File: src/rtl/serial_cmd_pkg.sv
`default_nettype none
// ============================================================================
// Module  : serial_cmd_pkg
// Brief   : Shared constants, state encoding and helpers for serial_cmd_port.
// Revision: 1.0 - initial release
// ============================================================================
package serial_cmd_pkg;

    localparam int FRAME_BITS = 40;
    localparam int HDR_BITS   = 8;
    localparam int ADDR_W     = 7;
    localparam int DATA_W     = 32;
    localparam int RD_LATENCY = 2;
    localparam int CNT_W      = 6;
    localparam int CNT_SAT    = 41;

    localparam logic [CNT_W-1:0] CNT_FRAME = CNT_W'(FRAME_BITS);
    localparam logic [CNT_W-1:0] CNT_HDR   = CNT_W'(HDR_BITS);
    localparam logic [CNT_W-1:0] CNT_MAX   = CNT_W'(CNT_SAT);
    localparam logic [1:0]       RD_WAIT   = 2'(RD_LATENCY);

    typedef enum logic [2:0] {
        ST_IDLE   = 3'd0,
        ST_HDR    = 3'd1,
        ST_WDATA  = 3'd2,
        ST_RFETCH = 3'd3,
        ST_RDATA  = 3'd4,
        ST_FLUSH  = 3'd5
    } state_t;

    function automatic logic [CNT_W-1:0] sat_inc(input logic [CNT_W-1:0] cnt);
        return (cnt == CNT_MAX) ? cnt : cnt + CNT_W'(1);
    endfunction

endpackage
`default_nettype wire

File: src/rtl/serial_cmd_port_pin_sync.sv
`default_nettype none
// ============================================================================
// Module  : pin_sync
// Brief   : N-stage pin synchronizer with registered rise/fall detection.
// Revision: 1.0 - initial release
// ============================================================================
module pin_sync #(
    parameter int SYNC_STAGES = 2
) (
    input  logic clk,
    input  logic rst,
    input  logic i_pin,
    output logic o_level,
    output logic o_rise,
    output logic o_fall
);

    // The chain is deliberately left unreset so a pin that is already high
    // when reset drops does not look like a fresh rising edge.
    logic [SYNC_STAGES-1:0] r_sync;
    logic                   r_prev;
    logic                   r_rise;
    logic                   r_fall;

    always_ff @(posedge clk) begin
        r_sync <= {r_sync[SYNC_STAGES-2:0], i_pin};
        r_prev <= r_sync[SYNC_STAGES-1];
    end

    always_ff @(posedge clk) begin
        if (rst) begin
            r_rise <= 1'b0;
            r_fall <= 1'b0;
        end else begin
            r_rise <= r_sync[SYNC_STAGES-1] & ~r_prev;
            r_fall <= ~r_sync[SYNC_STAGES-1] & r_prev;
        end
    end

    // r_prev is the level aligned with the cycle the edge pulses are valid.
    assign o_level = r_prev;
    assign o_rise  = r_rise;
    assign o_fall  = r_fall;

endmodule
`default_nettype wire

File: src/rtl/serial_cmd_port.sv
`default_nettype none
// ============================================================================
// Module  : serial_cmd_port
// Brief   : Serial command deserializer driving the settings bus and readback.
// Revision: 1.0 - initial release
// ============================================================================
module serial_cmd_port
    import serial_cmd_pkg::*;
#(
    parameter int SYNC_STAGES = 2
) (
    input  logic              master_clk,
    input  logic              reset,
    input  logic              sclk,
    input  logic              sen,
    input  logic              sdi,
    output logic              sdo,
    output logic              sdo_oe,
    output logic [ADDR_W-1:0] serial_addr,
    output logic [DATA_W-1:0] serial_data,
    output logic              serial_strobe,
    output logic [ADDR_W-1:0] rd_addr,
    input  logic [DATA_W-1:0] rd_data
);

    logic w_sclk_level, w_sclk_rise, w_sclk_fall;
    logic w_sen_level,  w_sen_rise,  w_sen_fall;
    logic w_sdi_level,  w_sdi_rise,  w_sdi_fall;
    logic w_unused_pins;

    pin_sync #(.SYNC_STAGES(SYNC_STAGES)) u_sync_sclk (
        .clk(master_clk), .rst(reset), .i_pin(sclk),
        .o_level(w_sclk_level), .o_rise(w_sclk_rise), .o_fall(w_sclk_fall)
    );
    pin_sync #(.SYNC_STAGES(SYNC_STAGES)) u_sync_sen (
        .clk(master_clk), .rst(reset), .i_pin(sen),
        .o_level(w_sen_level), .o_rise(w_sen_rise), .o_fall(w_sen_fall)
    );
    pin_sync #(.SYNC_STAGES(SYNC_STAGES)) u_sync_sdi (
        .clk(master_clk), .rst(reset), .i_pin(sdi),
        .o_level(w_sdi_level), .o_rise(w_sdi_rise), .o_fall(w_sdi_fall)
    );

    assign w_unused_pins = &{1'b0, w_sclk_level, w_sdi_rise, w_sdi_fall};

    state_t              r_state, w_state_nxt;
    logic [CNT_W-1:0]    r_cnt, w_cnt_nxt;
    logic [DATA_W-1:0]   r_ishift, w_ishift_nxt;
    logic [DATA_W-1:0]   r_oshift;
    logic [1:0]          r_wait, w_wait_nxt;
    logic [ADDR_W-1:0]   r_addr;
    logic [ADDR_W-1:0]   r_rd_addr;
    logic [ADDR_W-1:0]   r_serial_addr;
    logic [DATA_W-1:0]   r_serial_data;
    logic                r_strobe;
    logic                w_active, w_cnt_inc, w_overrun;
    logic                w_hdr_done, w_strobe, w_load;

    always_comb begin
        w_state_nxt  = r_state;
        w_cnt_nxt    = r_cnt;
        w_ishift_nxt = r_ishift;
        w_wait_nxt   = '0;
        w_hdr_done   = 1'b0;
        w_strobe     = 1'b0;
        w_load       = 1'b0;
        w_active     = (r_state == ST_HDR)    || (r_state == ST_WDATA) ||
                       (r_state == ST_RFETCH) || (r_state == ST_RDATA);
        w_cnt_inc    = w_active && w_sclk_rise;
        w_overrun    = w_cnt_inc && (r_cnt == CNT_FRAME);

        // The bit arriving this cycle is counted before the frame end is judged.
        if (w_cnt_inc) begin
            w_cnt_nxt    = sat_inc(r_cnt);
            w_ishift_nxt = {r_ishift[DATA_W-2:0], w_sdi_level};
        end

        case (r_state)
            ST_IDLE: begin
                if (w_sen_rise) begin
                    w_state_nxt = ST_HDR;
                end else if (w_sen_level) begin
                    w_state_nxt = ST_FLUSH;
                end
            end
            ST_FLUSH: begin
                if (!w_sen_level) begin
                    w_state_nxt = ST_IDLE;
                end
            end
            default: begin
                if (w_overrun) begin
                    w_state_nxt = w_sen_level ? ST_FLUSH : ST_IDLE;
                end else if (w_sen_fall) begin
                    w_state_nxt = ST_IDLE;
                    w_strobe    = (r_state == ST_WDATA) && (w_cnt_nxt == CNT_FRAME);
                end else begin
                    case (r_state)
                        ST_HDR: begin
                            if (w_cnt_inc && (w_cnt_nxt == CNT_HDR)) begin
                                w_hdr_done  = 1'b1;
                                w_state_nxt = w_ishift_nxt[HDR_BITS-1] ? ST_RFETCH : ST_WDATA;
                            end
                        end
                        ST_RFETCH: begin
                            if (r_wait == RD_WAIT) begin
                                w_load      = 1'b1;
                                w_state_nxt = ST_RDATA;
                            end else begin
                                w_wait_nxt  = r_wait + 2'd1;
                            end
                        end
                        default: ;
                    endcase
                end
            end
        endcase
    end

    always_ff @(posedge master_clk) begin
        if (reset) begin
            r_state       <= ST_IDLE;
            r_cnt         <= '0;
            r_ishift      <= '0;
            r_oshift      <= '0;
            r_wait        <= '0;
            r_addr        <= '0;
            r_rd_addr     <= '0;
            r_serial_addr <= '0;
            r_serial_data <= '0;
            r_strobe      <= 1'b0;
        end else begin
            r_state  <= w_state_nxt;
            r_cnt    <= (w_state_nxt == ST_IDLE) ? '0 : w_cnt_nxt;
            r_ishift <= w_ishift_nxt;
            r_wait   <= w_wait_nxt;
            r_strobe <= w_strobe;
            if (w_strobe) begin
                r_serial_addr <= r_addr;
                r_serial_data <= w_ishift_nxt;
            end
            if (w_hdr_done) begin
                r_addr <= w_ishift_nxt[ADDR_W-1:0];
                if (w_ishift_nxt[HDR_BITS-1]) begin
                    r_rd_addr <= w_ishift_nxt[ADDR_W-1:0];
                end
            end
            if (w_load) begin
                r_oshift <= rd_data;
            end else if (r_state == ST_RDATA) begin
                if (w_sclk_fall) begin
                    r_oshift <= {r_oshift[DATA_W-2:0], 1'b0};
                end
            end else begin
                r_oshift <= '0;
            end
        end
    end

    // Gating with the synchronized sen level releases the pad one cycle
    // before the state register leaves RDATA.
    assign sdo_oe        = (r_state == ST_RDATA) && w_sen_level;
    assign sdo           = r_oshift[DATA_W-1];
    assign serial_addr   = r_serial_addr;
    assign serial_data   = r_serial_data;
    assign serial_strobe = r_strobe;
    assign rd_addr       = r_rd_addr;

endmodule
`default_nettype wire

File: config.mk
export PLATFORM = sky130hd
export DESIGN_NAME = serial_cmd_port
export DESIGN_NICKNAME = d
export VERILOG_FILES = /design/src/rtl/serial_cmd_pkg.sv /design/src/rtl/serial_cmd_port_pin_sync.sv /design/src/rtl/serial_cmd_port.sv
export SDC_FILE = /design/constraint.sdc
export NUM_CORES = 1
export LEC_CHECK = 0
export ABC_AREA = 0
export BUFFER_PORTS_ARGS = -buffer_cell sky130_fd_sc_hd__buf_2
export CAP_MARGIN = 20
export CELL_PAD_IN_SITES_DETAIL_PLACEMENT = 1
export CELL_PAD_IN_SITES_GLOBAL_PLACEMENT = 2
export CORE_UTILIZATION = 35
export DETAILED_ROUTE_END_ITERATION = 12
export PLACE_DENSITY_LB_ADDON = 0.1
export SLEW_MARGIN = 0
export SYNTH_ARGS = -nofsm -noshare
export SYNTH_HDL_FRONTEND = slang
export SYNTH_HIERARCHICAL = 1
export SYNTH_SLANG_ARGS = --single-unit
File: constraint.sdc
create_clock -name master_clk -period 3.5 [get_ports master_clk]
set_input_delay 0.7 -clock master_clk [delete_from_list [all_inputs] [get_ports master_clk]]
set_output_delay 0.7 -clock master_clk [all_outputs]
set_load 0.02 [all_outputs]
==> results_dict.tcl <==
set metrics [dict create \
    cp_cell_sequence "or3b_1, a2111oi_4, xnor2_1, or4_1, nor2_8, a211oi_1" \
    diodes 0 \
    seq_area_mm2 0.00284 \
    worst_setup_path_end_kind "flip-flop" \
    synth_area_mm2 0.00589 \
    period_share 0.895 \
    finalSetupTns_ns 0 \
    grt_pass1_wl_mm 24.9 \
    ctsResizeCount 0 \
    path_class "reg2reg" \
    holdWs_ns 0.327 \
    seq_power_share 0.458 \
    place_ws_ns 0.361 \
    via_count 4746 \
    cts_setup_buffers 0 \
    fin_util 0.426 \
    num-fill-cells 1910 \
    antenna_found_initial 0 \
    ctsHtreeMaxLevel 4 \
    status "finished, final reports clean" \
    top_level_ports 86 \
    hp-class "reg2reg" \
    dieWidth_um 132 \
    fin_crit_ns 3.13 \
    clk_pin_slew_ns 0.06 \
    r2r_slack_ns 0.37 \
    overflow 0 \
    worst_skew_pair.late_latency_ns 0.42 \
    fp.dieH_um 132 \
    syn_inst 648 \
    dp_hpwl_mm 9.72 \
    fmax_ghz 0.319 \
    rows 47 \
    vdd_drop_max_mv 0.306 \
    path_max_fanout 32 \
    cts_sinks 142 \
    slew_viol_final 0 \
    r2r_start "r_state[2]" \
    cap_violations 0 \
    routed_wl_mm 15.0 \
    p_int_w 0.00277 \
    vias_per_cell 5.02 \
    synth_fp_nets 689 \
    wl_per_cell_um 15.8 \
    startpoint_type "flip-flop" \
    clk_path_buf_depth 2 \
    cts_tree "done" \
    reg2reg_depth 6 \
    grt_start_max_net_pins 66 \
    core-area_mm2 0.0165 \
    drive_above_1_share 0.211 \
    power_density_mw_per_mm2 513 \
    dieArea_mm2 0.0173 \
    tightestPinTransition_ns 0.689 \
    track_usage 0.180 \
    drc 0 \
    r2r-end "serial_data[5]" \
    area_growth_pct 19.5 \
    cp.arrival_ns 3.40 \
    clockRootBuffer "clkbuf_16" \
    rsz0062_at_grt "no" \
    pwr-share-comb 0.049 \
    multi_input_area_mm2 0.00263 \
    critical_path_required_ns 3.77 \
    place.gp.congestion 0.752 \
    cts.hold.buffers_added 0 \
    drtIter0Drc 158 \
    critical_path.startpoint "r_state[2]" \
    syn_area_per_cell_um2 9.08 \
    cp-endpoint "serial_data[5]" \
    nets 753 \
    yosysWarnings 6 \
    start_util 0.356 \
    maxSlewHeadroom 0.537 \
    portBuffers 85 \
    dr.pass1.iters 4 \
    drtAntennaViolNets 0 \
    final-setup-viol-count 0 \
    fin_worst_skew_ns 0.00826 \
    setup_slack_ns 0.366 \
    p_leak_nw 2.71 \
    numCtsBuffers 17 \
    critPathMaxStageDelay_ns 0.72 \
    switching_share 0.233 \
    switchingPower_w 0.000841 \
    grt_pass1_vias 4942 \
    hold_viol_final 0 \
    p_clk_frac 0.493 \
    cp_slowest_cell "or4_1" \
]
registers in the layout, indices dropped and copies added (netlist names), 3 cells and up:
signal and flops:
r_addr 7, r_oshift 32, serial_data 32, serial_addr 7, r_ishift 32, r_cnt 6, r_state 3, rd_addr 7
area by class of cell:
cell class | instances | area share
inverters | 47 | 0.0251
clock inverters | 13 | 0.0196
repair buffers | 99 | 0.0758
clock buffers | 19 | 0.0630
multi-input cells | 405 | 0.373
well taps | 220 | 0.0391
flip-flops and latches | 142 | 0.404
worst min-delay path by stage:
stage,to,from,slack [ns],cells past startpoint
2_1_floorplan,u_sync_sclk/r_sync[1],u_sync_sclk/r_sync[0],0.31,0
3_3_place_gp,u_sync_sdi/o_level,u_sync_sdi/r_sync[1],0.31,0
3_5_place_dp,u_sync_sdi/r_sync[1],u_sync_sdi/r_sync[0],0.32,0
4_1_cts,u_sync_sdi/r_sync[1],u_sync_sdi/r_sync[0],0.33,0
5_1_grt,u_sync_sclk/r_sync[1],u_sync_sclk/r_sync[0],0.33,0
6_report,u_sync_sen/r_sync[1],u_sync_sen/r_sync[0],0.33,0
stage by stage:
stage | std cells | power [W] | cell area, µm²
2_1_floorplan | 648 | 0.00181 | 5890
3_3_place_gp | 913 | 0.00186 | 6450
3_5_place_dp | 913 | 0.00187 | 6450
4_1_cts | 945 | 0.00367 | 7030
5_1_grt | 945 | 0.00376 | 7030
6_report | 945 | 0.00361 | 7030
power groups by stage:
stage,combinational (W),clock [W],sequential (W)
after floorplan,0.000130,0,0.00168
after global placement,0.000175,0,0.00169
after detailed placement,0.000178,0,0.00169
after CTS,0.000179,0.00184,0.00165
after global routing,0.000195,0.00191,0.00166
final,0.000175,0.00178,0.00166
critical path, delay by kind of cell, from the launching register on:
| kind | cells | cell delay [ns] |
|---|---|---|
| xor gates and xnor gates | 1 | 0.19 |
| and+or+nand+nor | 3 | 1.75 |
| DFF | 1 | 0.52 |
| AOI/OAI and AO/OA | 2 | 0.52 |
metal layers:
metal	wire, µm	share of wire	global-route usage
met4	235	0.016	0.0672
met2	7540	0.50	0.322
met3	526	0.035	0.0444
met1	6680	0.45	0.205
met5	0	0	0
layout by cell type (no fill, tap or decap), types with 4 or more instances in the layout:
master       n
a21oi_1    113
mux2i_1     47
or2_2        8
inv_1       47
nand2b_1    17
nor3_1      34
o21ai_0     10
clkinv_2     4
dfxtp_1    142
buf_4       15
nor2_1      66
nand3_1     11
a21o_1       4
ha_1         4
nor3b_1      5
nand2_1      8
clkbuf_16   17
buf_2       84
a211oi_1    32
Note: power is estimated with default switching activity, not from simulation.
